File: src/rtl/pe_pkg.sv
// pe_pkg: definitions shared by the pe_acc processing element.
//   - pe_state_e : accumulate / drain state of the PE
//   - PE_*_W     : default operand, accumulator and result widths
package pe_pkg;

    localparam int PE_DATA_W = 8;
    localparam int PE_ACC_W  = 32;
    localparam int PE_OUT_W  = 16;

    typedef enum logic {
        PE_ACCUM = 1'b0,
        PE_DRAIN = 1'b1
    } pe_state_e;

endpackage

File: src/rtl/pe_round_sat.sv
// pe_round_sat: combinational round-half-up, right shift and clamp of an
// accumulator value down to the drained result width.
//   acc_val     in  ACC_W  accumulator value (two's complement or unsigned)
//   signed_mode in  1      1 = treat acc_val and result as signed
//   shift_amt   in  SH_W   right shift; rounding adds half an output LSB
//   res         out OUT_W  rounded, shifted, clamped result
//   clamped     out 1      result was limited to the output range
module pe_round_sat #(
    parameter int ACC_W = 32,
    parameter int OUT_W = 16,
    parameter int SH_W  = $clog2(ACC_W)
) (
    input  logic [ACC_W-1:0] acc_val,
    input  logic             signed_mode,
    input  logic [SH_W-1:0]  shift_amt,
    output logic [OUT_W-1:0] res,
    output logic             clamped
);

    // Two guard bits: the rounding add can carry out of ACC_W in both modes,
    // and keeping the sum signed lets one arithmetic shift serve unsigned
    // values too (they are never negative here).
    localparam int XW = ACC_W + 2;

    localparam logic signed [XW-1:0] S_MAX = {{(XW-OUT_W+1){1'b0}}, {(OUT_W-1){1'b1}}};
    localparam logic signed [XW-1:0] S_MIN = {{(XW-OUT_W+1){1'b1}}, {(OUT_W-1){1'b0}}};
    localparam logic signed [XW-1:0] U_MAX = {{(XW-OUT_W){1'b0}}, {OUT_W{1'b1}}};

    logic signed [XW-1:0] ext;
    logic signed [XW-1:0] bias;
    logic signed [XW-1:0] sum;
    logic signed [XW-1:0] shifted;

    always_comb begin
        ext  = {{2{signed_mode & acc_val[ACC_W-1]}}, acc_val};
        bias = '0;
        if (shift_amt != '0) begin
            bias[shift_amt - 1'b1] = 1'b1;
        end
        sum     = ext + bias;
        shifted = sum >>> shift_amt;

        res     = shifted[OUT_W-1:0];
        clamped = 1'b0;
        if (signed_mode) begin
            if (shifted > S_MAX) begin
                res     = S_MAX[OUT_W-1:0];
                clamped = 1'b1;
            end else if (shifted < S_MIN) begin
                res     = S_MIN[OUT_W-1:0];
                clamped = 1'b1;
            end
        end else if (shifted > U_MAX) begin
            res     = U_MAX[OUT_W-1:0];
            clamped = 1'b1;
        end
    end

endmodule

File: src/rtl/pe_acc.sv
// pe_acc: systolic-array processing element. Multiplies the west/north
// operand pair, accumulates into a wide accumulator, forwards operands east
// and south, and on drain emits a rounded/clamped result onto a result chain
// that then passes upstream results through while drain stays high.
//   clk, rst            clock; asynchronous active-high reset
//   clear               synchronous tile restart (highest priority)
//   signed_mode         1 = two's-complement operands and result
//   in_valid, a_in, b_in operand pair from neighbours
//   a_out, b_out, fwd_valid registered operands to neighbours
//   drain, shift_amt    drain request (level) and result right shift
//   c_in, c_in_valid    result chain from upstream PE
//   c_out, c_out_valid  result chain to downstream PE
//   sat_flag            sticky: a drained result was clamped
module pe_acc
    import pe_pkg::*;
#(
    parameter int DATA_W = PE_DATA_W,
    parameter int ACC_W  = PE_ACC_W,
    parameter int OUT_W  = PE_OUT_W,
    parameter int SH_W   = $clog2(ACC_W)
) (
    input  logic              clk,
    input  logic              rst,
    input  logic              clear,
    input  logic              signed_mode,
    input  logic              in_valid,
    input  logic [DATA_W-1:0] a_in,
    input  logic [DATA_W-1:0] b_in,
    output logic [DATA_W-1:0] a_out,
    output logic [DATA_W-1:0] b_out,
    output logic              fwd_valid,
    input  logic              drain,
    input  logic [SH_W-1:0]   shift_amt,
    input  logic [OUT_W-1:0]  c_in,
    input  logic              c_in_valid,
    output logic [OUT_W-1:0]  c_out,
    output logic              c_out_valid,
    output logic              sat_flag
);

    pe_state_e          state_q, state_d;
    logic [ACC_W-1:0]   acc_q, acc_d;
    logic [DATA_W-1:0]  a_out_q, a_out_d;
    logic [DATA_W-1:0]  b_out_q, b_out_d;
    logic               fwd_valid_q, fwd_valid_d;
    logic [OUT_W-1:0]   c_out_q, c_out_d;
    logic               c_out_valid_q, c_out_valid_d;
    logic               sat_q, sat_d;

    logic signed [DATA_W:0]     a_x, b_x;
    logic signed [2*DATA_W-1:0] prod;
    logic [ACC_W-1:0]           prod_ext;
    logic [ACC_W-1:0]           acc_next;
    logic [OUT_W-1:0]           rs_res;
    logic                       rs_clamped;

    // One extra operand bit (sign copy or zero) lets a single signed
    // multiplier cover both modes; the low 2*DATA_W bits are exact either way.
    always_comb begin
        a_x      = {signed_mode & a_in[DATA_W-1], a_in};
        b_x      = {signed_mode & b_in[DATA_W-1], b_in};
        prod     = a_x * b_x;
        prod_ext = {{(ACC_W-2*DATA_W){signed_mode & prod[2*DATA_W-1]}}, prod};
        acc_next = acc_q + (in_valid ? prod_ext : '0);
    end

    pe_round_sat #(
        .ACC_W (ACC_W),
        .OUT_W (OUT_W),
        .SH_W  (SH_W)
    ) u_round_sat (
        .acc_val     (acc_next),
        .signed_mode (signed_mode),
        .shift_amt   (shift_amt),
        .res         (rs_res),
        .clamped     (rs_clamped)
    );

    always_comb begin
        state_d       = state_q;
        acc_d         = acc_next;
        a_out_d       = a_in;
        b_out_d       = b_in;
        fwd_valid_d   = in_valid;
        c_out_d       = c_out_q;
        c_out_valid_d = 1'b0;
        sat_d         = sat_q;

        if (clear) begin
            state_d     = PE_ACCUM;
            acc_d       = '0;
            a_out_d     = '0;
            b_out_d     = '0;
            fwd_valid_d = 1'b0;
            c_out_d     = '0;
            sat_d       = 1'b0;
        end else begin
            case (state_q)
                PE_ACCUM: begin
                    // Drained value includes this cycle's product; the next
                    // tile starts from zero.
                    if (drain) begin
                        c_out_d       = rs_res;
                        c_out_valid_d = 1'b1;
                        acc_d         = '0;
                        sat_d         = sat_q | rs_clamped;
                        state_d       = PE_DRAIN;
                    end
                end
                PE_DRAIN: begin
                    // Pass upstream results through while the new tile
                    // keeps accumulating.
                    if (drain) begin
                        c_out_d       = c_in;
                        c_out_valid_d = c_in_valid;
                    end else begin
                        state_d = PE_ACCUM;
                    end
                end
                default: state_d = PE_ACCUM;
            endcase
        end
    end

    always_ff @(posedge clk or posedge rst) begin
        if (rst) begin
            state_q       <= PE_ACCUM;
            acc_q         <= '0;
            a_out_q       <= '0;
            b_out_q       <= '0;
            fwd_valid_q   <= 1'b0;
            c_out_q       <= '0;
            c_out_valid_q <= 1'b0;
            sat_q         <= 1'b0;
        end else begin
            state_q       <= state_d;
            acc_q         <= acc_d;
            a_out_q       <= a_out_d;
            b_out_q       <= b_out_d;
            fwd_valid_q   <= fwd_valid_d;
            c_out_q       <= c_out_d;
            c_out_valid_q <= c_out_valid_d;
            sat_q         <= sat_d;
        end
    end

    assign a_out       = a_out_q;
    assign b_out       = b_out_q;
    assign fwd_valid   = fwd_valid_q;
    assign c_out       = c_out_q;
    assign c_out_valid = c_out_valid_q;
    assign sat_flag    = sat_q;

endmodule

File: config.mk
export PLATFORM = sky130hd
export DESIGN_NAME = pe_acc
export DESIGN_NICKNAME = d
export VERILOG_FILES = /design/src/rtl/pe_pkg.sv /design/src/rtl/pe_round_sat.sv /design/src/rtl/pe_acc.sv
export SDC_FILE = /design/constraint.sdc
export NUM_CORES = 1
export LEC_CHECK = 0
export BUFFER_PORTS_ARGS = -buffer_cell sky130_fd_sc_hd__buf_2
export CORE_ASPECT_RATIO = 1.5
export CORE_MARGIN = 8
export CORE_UTILIZATION = 64
export CTS_CLUSTER_DIAMETER = 50
export DETAILED_ROUTE_END_ITERATION = 12
export GPL_TIMING_DRIVEN = 0
export PLACE_DENSITY_LB_ADDON = 0.2
export SLEW_MARGIN = 15
export SYNTH_ARGS = -nofsm -noshare
export SYNTH_HDL_FRONTEND = slang
export SYNTH_SLANG_ARGS = --single-unit
File: constraint.sdc
create_clock -name clk -period 8.2 [get_ports clk]
set_clock_uncertainty 0.15 [all_clocks]
set_input_delay 1.23 -clock clk [delete_from_list [all_inputs] [get_ports clk]]
set_output_delay 1.23 -clock clk [all_outputs]
set_load 0.005 [all_outputs]
==> results.cfg <==
[status]
outcome = complete, but fails checks
failed_checks = negative setup slack

[route]
route.detailed.drc = 0
ant_nets = 0
vias_per_cell = 6.54
dr_wl_met3_um = 1920
drt-met1-wl_um = 12400
routed_wl_um = 35500
routedWlPerCell_um = 20.8
via_count = 11200
topRoutingLayerUsed = met4
drt_iter0_markers = 849
met2WireLength_um = 19100
first_pass_iters = 8

[clock_network]
hold_buffers = 0
cts_sinks = 68
path_clk_slew_ns = 0.07
cts_tree = built
root_buffer = clkbuf_16
cts_buffers = 9
clk_latency_ns = 0.35
htreeDepth = 3
cts.path.max_buffers = 2

[yosys]
netlist_top_cells_count = 114 x nand2_1, 103 x nor2_1, 99 x inv_1, 96 x ha_1, 76 x a21oi_1
ys_seq_elements = 68
yosys_warnings = 0
netlist_area_mm2 = 0.0113
ys_types = 97
yosys_most_used_dff = dfrtp_1
synth-seq-area-share_pct = 15.1
yosysTopAreaCell = dfrtp_1
async_flop_share_pct = 100
yosysMostFrequentCell = nand2_1
synth_nets = 1570
post_synth_main_area_contributors = dfrtp_1 15%, fa_1 12%, ha_1 11%, nand2_1 3.8%, xnor2_1 3.7%
syn_area_per_cell_um2 = 8.28
synth_cells = 1365
synth-edff-count = 0
synth_top_area_share_pct = 15.1

[global_route]
grt_max_degree = 53
grt_usage_pct = 30.8
antenna_found_initial = 0
grt_pass1_wl_um = 56000
grt_pass1_vias = 11300
gr-total-overflow = 0

[placement]
port_buffers = 68
gp_congestion = 0.966
dp_cells = 1647
dp_slack_ns = -4.23
dp_hpwl_um = 26500

[power]
vdd_drop_max_mv = 0.247
p_leak_nw = 6.50
p_per_area_mw_per_mm2 = 368
total_power_mw = 4.94

[critical_path]
worst_r2r_endpoint = c_out[5]
crit_fanout = 5
max_stage_delay_ns = 0.51
ff2ff_setup_slack_ns = 0.33
crit_slowest_cell = fa_1
worst_r2r_path_depth = 32
endpoint_kind = flip-flop
cp.arrival_ns = 11.58
critical_path_class = primary input to flip-flop
cp-start-kind = primary input
critPathRequiredTime_ns = 8.26
cpMostUsedCell = fa_1
r2r_start = acc_q[0]

[floorplan]
die_area_mm2 = 0.0223
io_pins = 79
fp-row-count = 59
die_w_um = 124
initial_utilization_pct = 65.1
core_area_mm2 = 0.0173
die_h_um = 179

[sta]
relSlewSlack_pct = 54.6
fmaxAchievable_mhz = 86.8
maxSlewViolCount = 0
min_period_ns = 11.52
hold_viol_final = 0
tightest_slew_ns = 0.681
finalSetupViolCount = 17
rsz0062_at_grt = yes
worst_slack_ns = -3.32
tns_ns = -55.38
timing.final.crit_share_pct = 140

[finish]
drive_gt1_share_pct = 21.2
insertedDiodeCount = 0
fin_cells = 1706
areaGrowthSynthToFinish_pct = 18.8
nets = 1693

[min_path]
whs_endpoint = sat_flag
hold_path_startpoint = sat_flag
min_path_type = flip-flop to flip-flop
whs_path_depth = 1

[job]
max_cap_violations = 0
[cell type report]
cell class	instances	area [µm²]
multi-input cells	1125	9590
fillers	1241	3920
flip-flops and latches	68	1700
repair buffers	116	792
plain buffers	68	389
inverters	100	378
well taps	213	267
clock buffers	9	225
clock inverters	7	83.8
[placed cells by master, fill, tap and decap left out, drive strengths merged, types with 7 or more instances in the layout]
master    n
inv     102
buf     126
nor3     27
nand3b   16
nand3    29
and3     47
or3      11
nor2b    22
o31ai     8
xnor2    49
nand4     9
dfrtp    68
mux2i    34
and2     56
nor2    103
ha       96
mux2     16
clkbuf   67
or2       7
o31a      8
a211oi   31
o21a     16
a21o     45
a21oi    76
nand2   114
xor2     20
nand2b   13
fa       65
o211ai   15
o21ai    63
nor3b     7
a31oi    12
mux4     14
[how the worst max path moves through the flow]
stage	slack [ns]	to	cells past startpoint	startpoint
floorplan	-2.89	c_out[10]	44	a_in[3]
global placement	-4.17	c_out[5]	44	a_in[7]
detailed placement	-4.23	c_out[5]	41	a_in[7]
CTS	-3.19	c_out[3]	48	signed_mode
global route	-3.62	c_out[3]	48	signed_mode
finish	-3.32	c_out[5]	46	signed_mode
[worst max-delay path: cells and delay by family]
family                     cells  cell delay, ns
AOI/OAI and AO/OA             14            2.91
xor gates and xnor gates       3            0.40
adders and majority gates      8            3.43
buffers and inverters         10            1.11
muxes                          3            0.87
and+or+nand+nor                8            1.60
[per-layer routing]
metal | up-vias | GRT usage (%)
li1 | 5135 | -
met1 | 5386 | 31.7
met2 | 503 | 58.0
met3 | 141 | 3.64
met4 | 0 | 19.8
met5 | - | 0
[kinds of logic after synthesis]
group,after synthesis,synth area share [%]
simple gates,482,22.1
compound gates,347,21.7
buf+inv,172,5.87
fa+ha+maj,161,22.1
xor+xnor,70,5.63
flops,68,15.1
mux,64,7.43
other cells,1,0.0332
[stage by stage]
step                utilization [%]  hold WS [ns]  cell area, µm²
floorplan                         -         0.337           11600
global placement               70.2         0.319           12200
detailed placement             70.3         0.363           12200
CTS                            75.0         0.384           13000
global route                   77.4         0.404           13400
finish                         77.4         0.379           13400
[sequential cells by signal (all words and copies together) (netlist names)]
| register | flops |
|---|---|
| state_q | 1 |
| c_out | 16 |
| c_out_valid | 1 |
| acc_q | 32 |
| b_out | 8 |
| fwd_valid | 1 |
| a_out | 8 |
| sat_flag | 1 |
[repair_timing]
action / 4_1_cts / 5_1_grt
buffers inserted: 28 / 18
cloned: 2 / 1
pin swaps: 15 / 36
setup endpoints to repair: 20 / 21
resized for setup: 49 / 68
[report_power, final]
group          switching (mW)  internal (mW)  total [mW]
Combinational            2.31           1.79        4.09
Clock                   0.177          0.241       0.418
Sequential             0.0320          0.401       0.433
(Power assumes the default switching activity.)
